===== src/rtl/sinalizador_led_pkg.sv =====
// Shared definitions for the LED burst signaller: state encodings and
// the width helper used to size the phase timer and counters.
package pkg_sinalizador;

  localparam logic [1:0] IDLE = 2'd0;
  localparam logic [1:0] ON   = 2'd1;
  localparam logic [1:0] OFF  = 2'd2;

  // Bits needed to hold values 0..n-1, never less than one bit.
  function automatic int unsigned largura(input int unsigned n);
    return (n <= 1) ? 1 : $clog2(n);
  endfunction

endpackage


===== src/rtl/sinalizador_led_contador_pendentes.sv =====
// Saturating up/down counter of queued events; pulses overflow when an
// increment is refused because the queue is already full.
module contador_pendentes #(
  parameter int unsigned MAX = 7,
  parameter int unsigned W   = 3
) (
  input  logic         clk,
  input  logic         rst_n,
  input  logic         clr,
  input  logic         inc,
  input  logic         dec,
  output logic [W-1:0] count,
  output logic         overflow
);

  logic [W-1:0] count_q, count_d;
  logic         overflow_q, overflow_d;

  // Simultaneous inc and dec cancel out, so a full queue does not overflow.
  always_comb begin
    count_d    = count_q;
    overflow_d = 1'b0;
    if (clr) begin
      count_d = '0;
    end else if (inc && !dec) begin
      if (count_q == W'(MAX)) overflow_d = 1'b1;
      else                    count_d    = count_q + 1'b1;
    end else if (dec && !inc && count_q != '0) begin
      count_d = count_q - 1'b1;
    end
  end

  always_ff @(posedge clk or negedge rst_n) begin
    if (!rst_n) begin
      count_q    <= '0;
      overflow_q <= 1'b0;
    end else begin
      count_q    <= count_d;
      overflow_q <= overflow_d;
    end
  end

  assign count    = count_q;
  assign overflow = overflow_q;

endmodule


===== src/rtl/sinalizador_led.sv =====
// Turns single-cycle event pulses into N_PISCA visible blinks each,
// queueing events that arrive mid-burst and replaying them back-to-back.
module sinalizador_led
  import pkg_sinalizador::*;
#(
  parameter int unsigned T_ON     = 25_000_000,
  parameter int unsigned T_OFF    = 25_000_000,
  parameter int unsigned N_PISCA  = 3,
  parameter int unsigned MAX_PEND = 7
) (
  input  logic                          clk,
  input  logic                          rst_n,
  input  logic                          internal_reset,
  input  logic                          evento,
  input  logic                          cancela,
  output logic                          led,
  output logic                          ocupado,
  output logic [$clog2(MAX_PEND+1)-1:0] pendentes,
  output logic                          overflow
);

  localparam int unsigned TMAX = (T_ON > T_OFF) ? T_ON : T_OFF;
  localparam int unsigned TW   = largura(TMAX);
  localparam int unsigned BW   = largura(N_PISCA + 1);
  localparam int unsigned PW   = $clog2(MAX_PEND + 1);

  localparam logic [TW-1:0] FIM_ON  = TW'(T_ON - 1);
  localparam logic [TW-1:0] FIM_OFF = TW'(T_OFF - 1);
  localparam logic [BW-1:0] N_BW    = BW'(N_PISCA);

  logic [1:0]    state_q, state_d;
  logic [TW-1:0] timer_q, timer_d;
  logic [BW-1:0] blink_q, blink_d;
  logic          led_q, led_d;
  logic          ocupado_q, ocupado_d;
  logic          pend_clr, pend_inc, pend_dec;
  logic [PW-1:0] pend_count;

  assign pend_clr = internal_reset || cancela;
  assign pend_inc = evento && (state_q != IDLE) && !pend_clr;

  always_comb begin
    state_d  = state_q;
    timer_d  = timer_q;
    blink_d  = blink_q;
    pend_dec = 1'b0;
    if (pend_clr) begin
      state_d = IDLE;
      timer_d = '0;
      blink_d = '0;
    end else begin
      case (state_q)
        IDLE: begin
          if (evento) begin
            state_d = ON;
            timer_d = '0;
            blink_d = BW'(1);
          end
        end
        ON: begin
          if (timer_q == FIM_ON) begin
            state_d = OFF;
            timer_d = '0;
          end else begin
            timer_d = timer_q + 1'b1;
          end
        end
        OFF: begin
          if (timer_q == FIM_OFF) begin
            timer_d = '0;
            if (blink_q < N_BW) begin
              blink_d = blink_q + 1'b1;
              state_d = ON;
            // An event in this very cycle is queued and consumed at once.
            end else if (pend_count != '0 || evento) begin
              pend_dec = 1'b1;
              blink_d  = BW'(1);
              state_d  = ON;
            end else begin
              blink_d = '0;
              state_d = IDLE;
            end
          end else begin
            timer_d = timer_q + 1'b1;
          end
        end
        default: begin
          state_d = IDLE;
          timer_d = '0;
          blink_d = '0;
        end
      endcase
    end
    led_d     = (state_d == ON);
    ocupado_d = (state_d != IDLE);
  end

  always_ff @(posedge clk or negedge rst_n) begin
    if (!rst_n) begin
      state_q   <= IDLE;
      timer_q   <= '0;
      blink_q   <= '0;
      led_q     <= 1'b0;
      ocupado_q <= 1'b0;
    end else begin
      state_q   <= state_d;
      timer_q   <= timer_d;
      blink_q   <= blink_d;
      led_q     <= led_d;
      ocupado_q <= ocupado_d;
    end
  end

  contador_pendentes #(
    .MAX (MAX_PEND),
    .W   (PW)
  ) u_pendentes (
    .clk      (clk),
    .rst_n    (rst_n),
    .clr      (pend_clr),
    .inc      (pend_inc),
    .dec      (pend_dec),
    .count    (pend_count),
    .overflow (overflow)
  );

  assign led       = led_q;
  assign ocupado   = ocupado_q;
  assign pendentes = pend_count;

endmodule


===== config.mk =====
export PLATFORM = sky130hd
export DESIGN_NAME = sinalizador_led
export DESIGN_NICKNAME = d
export VERILOG_FILES = /design/src/rtl/sinalizador_led_pkg.sv /design/src/rtl/sinalizador_led_contador_pendentes.sv /design/src/rtl/sinalizador_led.sv
export SDC_FILE = /design/constraint.sdc
export NUM_CORES = 1
export LEC_CHECK = 0
export ABC_AREA = 1
export CORE_MARGIN = 2
export CORE_UTILIZATION = 50
export CTS_CLUSTER_DIAMETER = 50
export CTS_CLUSTER_SIZE = 16
export DETAILED_ROUTE_END_ITERATION = 12
export PLACE_DENSITY = 0.67
export SLEW_MARGIN = 10
export SYNTH_ARGS = -nofsm -noshare
export SYNTH_HDL_FRONTEND = slang
export SYNTH_SLANG_ARGS = --single-unit

===== constraint.sdc =====
create_clock -name clk -period 2.1 [get_ports clk]
set_clock_uncertainty 0.2 [all_clocks]
set_input_delay 0.21 -clock clk [delete_from_list [all_inputs] [get_ports clk]]
set_output_delay 0.21 -clock clk [all_outputs]
set_load 0.05 [all_outputs]

==> results of run 1 <==
worst paths after layout:
kind                       cells past startpoint        from                    to
hold reg to reg                                2  blink_q[1]            blink_q[1]
min in group clk                               2  blink_q[1]            blink_q[1]
setup / recovery                              15  timer_q[1]  u_pendentes.count[2]
setup reg to reg                              15  timer_q[1]  u_pendentes.count[2]
hold / removal                                 2       rst_n  u_pendentes.count[1]
max in group asynchronous                      3       rst_n            timer_q[2]
cell families (layout without fill, tap and decap cells):
group,count (synthesis),after routing,share of synthesized area (%)
AND/OR/NAND/NOR,207,207,42.7
buffers and inverters,55,105,8.77
flip-flops,35,35,35.3
AO/OA/AOI/OAI,32,32,6.91
XOR/XNOR,8,8,2.82
adder cells (fa/ha/maj),7,7,3.53
stage by stage:
stage	setup TNS [ns]	cells	instance area, um2	utilization [%]
floorplan	0	344	2480	-
global placement	-0.0139	448	2870	60.3
detailed placement	-0.0745	448	2870	60.3
CTS	0	457	2980	62.6
global route	-0.0929	461	3060	64.3
finish	0	461	3060	64.3
sequential cells by signal (all words and copies together) (netlist names):
name / flops
state_q: 2
u_pendentes.count: 3
u_pendentes.overflow: 1
blink_q: 2
timer_q: 25
ocupado: 1
led: 1
worst max-delay path, delay by kind of cell (launching register included):
family,cells,cell delay [ns]
AO/OA/AOI/OAI,1,0.09
buffers and inverters,2,0.10
AND/OR/NAND/NOR,10,0.76
flip-flops,1,0.38
adder cells (fa/ha/maj),2,0.39
metal layers:
metal  global-route usage (%)  part of all wire [%]  vias to the layer above
li1                         -                     -                     1196
met1                     30.1                    44                     1099
met2                     43.2                    52                       46
met3                     4.20                   3.2                       10
met4                     6.35                   1.6                        0
met5                        0                     0                        -
Yosys cell counts (4+ instances only):
cell	count
a21oi_1	10
dfrtp_1	35
ha_1	7
inv_1	44
inv_2	7
nand2_1	80
nand2_2	10
nand3_1	27
nand4_1	9
nor2_1	45
nor2_2	7
nor2_4	4
nor3_1	8
o21ai_0	15
xor2_1	8
repair_timing:
action,in CTS,in global routing
hold buffers,1,0
setup endpoints to repair,1,23
buffers inserted,0,4
cloned,0,0
resized for setup,2,17
pin swaps,0,5
hold endpoints to repair,20,0
layout make-up:
cell class	instances	area [um2]
sequential	35	878
inverter	52	200
clock buffer	8	100
timing repair buffer	45	360
fill	441	1700
multi-input combinational	254	1440
tap	67	83.8
report_power, final:
group          leakage (nW)  internal [W]  switching [W]
combinational         0.872     0.0000373      0.0000713
sequential            0.484      0.000678     0.00000214
clock                0.0515      0.000299       0.000243
==> impl_metrics.toml, run 1 <==
[sta]
tightest_slew_ns = 0.492
min_period_ns = 2.03
setup_viol = 0
fin_ws_ns = 0.0704
max_freq_ghz = 0.493
relSlewSlack_pct = 67.1
holdWs_ns = 0.204
grt_setup_unrepaired = "true"
slew_viol_final = 0
min_period_over_period_pct = 96.6
finalHoldViolCount = 0

[global_route]
grt_max_degree = 22
antenna_found_initial = 0
gr-total-overflow = 0
grt_pass1_vias = 2316
grt.total_usage_pct = 24.2
grt_pass1_wl_mm = 10.3

[critical_path]
ff2ff_setup_slack_ns = 0.07
critical_path.max_stage_delay_ns = 0.38
startpoint_type = "flop"
arrival_ns = 2.01
path_cells = "ha_2 > inv_4 > nor2_8 > nand2_2 > nor2_4 > nand3_2 > nand2_2 > nand2_2 > nand2_1 > inv_1 > ha_2 > a21oi_2 > nand2_1 > nand3_1 > nand2_1"
required_ns = 2.08
end_kind = "flop"
crit_fanout = 4
path_class = "reg -> reg"
slowest_stage = "dfrtp_1"

[cts]
clockRootBuffer = "clkbuf_8"
cts_buffers = 5
cts_num_sinks = 35
htree_levels = 2
clkLatencyLatePin_ns = 0.29
clk_pin_slew_worst_paths_ns = 0.07
cts_tree = "built"
clockBufferDepth = 2

[synth]
synth_area_leaders = "dfrtp_1 35%, nand2_1 12%, nor2_1 6.8%, inv_1 6.7%, nand3_1 5.4%"
yosysTopAreaCell = "dfrtp_1"
synth_top_flop_cell = "dfrtp_1"
synth_top_area_share_pct = 35.3
synth-edff-count = 0
syn_area_um2 = 2480
synth_nets = 356
yosys_warnings = 0
async_flop_share_pct = 100
ys_ff_latch = 35
avgSynthCellArea_um2 = 7.21
postSynthCellCount = 344
yosysUniqueCellTypes = 34
synth-seq-area-share_pct = 35.3

[finish]
layout_commonest_cell = "nand2_1"
drive_above_1_share_pct = 24.1
syn_to_final_growth_pct = 23.2
diodes = 0
final_cell_mix = "78 x nand2_1, 43 x nor2_1, 42 x inv_1"
nets = 405

[floorplan]
core-area_um2 = 4750
rows = 25
die-area_um2 = 5540
die_w_um = 74.4
die_y_um = 74.4
start_util_pct = 52.2
pin_count = 11

[routing]
totalWireLength_mm = 5.97
firstDrtPassIters = 4
ant_nets = 0
vias = 2351
wl_per_cell_um = 12.9
vias_per_cell = 5.10
initialDrtViolationCount = 117
drcViolationCount = 0

[placement]
gp_congestion = 0.932
hpwlAfterDp_mm = 4.58
port-buffer-count = 10
dp_slack_ns = -0.0705

[pwr]
cellPowerDensity_nw_per_um2 = 435
p_leak_nw = 1.41
finalPower_w = 0.00133
ir_drop_v = 0.000348

[outcome]
outcome = "finished clean"

[min_path]
hold_path_class = "in -> async"

[flow_run]
maxCapViolations = 0
(Power assumes the default switching activity.)
==> run 2: changes to the inputs <==
--- a/config.mk
+++ b/config.mk
@@ -6,12 +6,14 @@
 export NUM_CORES = 1
 export LEC_CHECK = 0
 export ABC_AREA = 1
+export CAP_MARGIN = 0
 export CORE_MARGIN = 2
 export CORE_UTILIZATION = 50
-export CTS_CLUSTER_DIAMETER = 50
+export CTS_CLUSTER_DIAMETER = 80
 export CTS_CLUSTER_SIZE = 16
 export DETAILED_ROUTE_END_ITERATION = 12
 export PLACE_DENSITY = 0.67
+export RECOVER_POWER = 100
 export SLEW_MARGIN = 10
 export SYNTH_ARGS = -nofsm -noshare
 export SYNTH_HDL_FRONTEND = slang
==> run 2 against run 1 <==
Effect of this change: cell count did not move; global-route usage stayed put; hold slack improved by 0.12 ns; clock-buffer cell count unchanged; first-iteration DRC count did not move; die area is the same; clock power barely moved; non-clock buffer count did not move; design area hardly changed; critical path depth did not move; critical path type unchanged.
==> impl_metrics.toml, run 2 (synthesis gave the netlist of run 1 again) <==
[outcome]
outcome = "finished clean"

[critical_path]
startpoint = "timer_q[1]"
r2r.worst_path.cells = 15
path_class = "reg -> reg"
required_ns = 2.08
startpoint_type = "flop"
ff2ff_setup_slack_ns = 0.07
slowest_stage = "dfrtp_1"
arrival_ns = 2.01
r2r_end = "u_pendentes.count[2]"
reg2reg_from = "timer_q[1]"
critical_path.max_stage_delay_ns = 0.38
end_kind = "flop"
path_cells = "ha_2 > inv_4 > nor2_8 > nand2_2 > nor2_4 > nand3_2 > nand2_2 > nand2_2 > nand2_1 > inv_1 > ha_2 > a21oi_2 > nand2_1 > nand3_1 > nand2_1"
crit_fanout = 4

[finish]
layout_commonest_cell = "nand2_1"
multi_input_comb_area_um2 = 1440
drive_above_1_share_pct = 23.9
syn_to_final_growth_pct = 23.2
largest_register_ffs = 25
ff_latch_area_um2 = 878
fillers = 442
final_cell_mix = "78 x nand2_1, 43 x nor2_1, 42 x inv_1"
fin_area_um2 = 3060
diodes = 0
top_register = "timer_q"
nets = 405

[sta]
setup_viol = 0
finalHoldViolCount = 0
holdWs_ns = 0.320
setup-tns-final_ns = 0
max_freq_ghz = 0.493
min_period_ns = 2.03
min_period_over_period_pct = 96.6
grt_setup_unrepaired = "true"
relSlewSlack_pct = 23.8
tightest_slew_ns = 1.14
slew_viol_final = 0

[routing]
ant_nets = 0
initialDrtViolationCount = 117
vias_per_cell = 5.10
drcViolationCount = 0
vias = 2352
wl_per_cell_um = 12.9
totalWireLength_mm = 5.96
firstDrtPassIters = 4

[floorplan]
die_w_um = 74.4
die_y_um = 74.4
start_util_pct = 52.2
rows = 25
die-area_um2 = 5540
core-area_um2 = 4750
pin_count = 11

[placement]
port-buffer-count = 10
place_area_um2 = 2870
hpwlAfterDp_mm = 4.58
gp_congestion = 0.932

[pwr]
p_seq_share_pct = 51.1
sw_frac_of_total_pct = 23.8
pwr-share-comb_pct = 8.1
p_leak_nw = 1.40
ir_drop_v = 0.000348
p_sw_w = 0.000316
internal_power_w = 0.00101
pwr-share-clk_pct = 40.8
cellPowerDensity_nw_per_um2 = 435

[global_route]
gr-total-overflow = 0
grt_max_degree = 22
grt_pass1_wl_mm = 10.3
antenna_found_initial = 0
grt_pass1_vias = 2316
grt.total_usage_pct = 24.2

[cts]
clockBufferDepth = 2
htree_levels = 2
clockRootBuffer = "clkbuf_8"
cts_num_sinks = 35
cts_tree = "built"
cts_buffers = 5
clk_pin_slew_worst_paths_ns = 0.07
clkLatencyLatePin_ns = 0.29

[min_path]
hold_depth = 2
min_to = "blink_q[1]"
worstHoldStart = "blink_q[1]"
hold_path_class = "reg -> reg"

[flow_run]
maxCapViolations = 0
run 2: cell types whose count changed in the layout (fill, tap and decap cells not counted):
cell      change
clkbuf_1      +1
clkbuf_4      +1
buf_4         -1
buf_2         -1
run 2: stage by stage:
| stage | utilization [%] | setup slack (ns) | cells | total power, W |
|---|---|---|---|---|
| 3_3_place_gp | 60.3 | -0.0139 | 448 | 0.000792 |
| 6_report | 64.3 | 0.0704 | 461 | 0.00133 |
| 4_1_cts | 62.6 | 0.0106 | 457 | 0.00133 |
| 5_1_grt | 64.3 | -0.0568 | 461 | 0.00138 |
| 2_1_floorplan | - | 0.0172 | 344 | 0.000744 |
| 3_5_place_dp | 60.3 | -0.0705 | 448 | 0.000794 |
run 2: power groups by stage:
| stage | Clock, W | Combinational, W | Sequential [W] |
|---|---|---|---|
| after floorplan | 0 | 0.0000428 | 0.000701 |
| after global placement | 0 | 0.0000992 | 0.000693 |
| after detailed placement | 0 | 0.000101 | 0.000693 |
| after CTS | 0.000549 | 0.000102 | 0.000680 |
| after global routing | 0.000583 | 0.000121 | 0.000680 |
| final | 0.000542 | 0.000108 | 0.000680 |
run 2: layer usage:
| layer | wire [um] | up-vias | track usage, % |
|---|---|---|---|
| li1 | - | 1197 | - |
| met1 | 2590 | 1099 | 30.1 |
| met2 | 3080 | 46 | 43.2 |
| met3 | 189 | 10 | 4.20 |
| met4 | 93 | 0 | 6.35 |
| met5 | 0 | - | 0 |
run 2: worst max path at each step:
stage                                      end  slack, ns  cells past startpoint
after floorplan           u_pendentes.count[2]       0.02                     14
after global placement    u_pendentes.count[2]      -0.01                     15
after detailed placement  u_pendentes.count[2]      -0.07                     15
after CTS                 u_pendentes.count[2]       0.01                     15
after global routing      u_pendentes.count[2]      -0.06                     16
final                     u_pendentes.count[2]       0.07                     15
run 2: area by class of cell:
cell class | instances | share of cell area (%)
flip-flops and latches | 35 | 28.7
well taps | 67 | 2.74
multi-input cells | 254 | 47.0
clock buffers | 8 | 3.27
inverters | 52 | 6.55
repair buffers | 45 | 11.7
run 2: repair_timing:
item,CTS,global route
pin swaps,0,5
hold endpoints to repair,20,0
setup endpoints to repair,1,23
setup buffers,0,4
hold buffers,1,0
resized for setup,2,17
run 2: worst max-delay path: cells and delay by family, from the launching register on:
family / cells / cell delay [ns]
adders and majority gates: 2 / 0.39
buffers and inverters: 2 / 0.10
DFF: 1 / 0.38
and+or+nand+nor: 10 / 0.76
AOI/OAI and AO/OA: 1 / 0.09
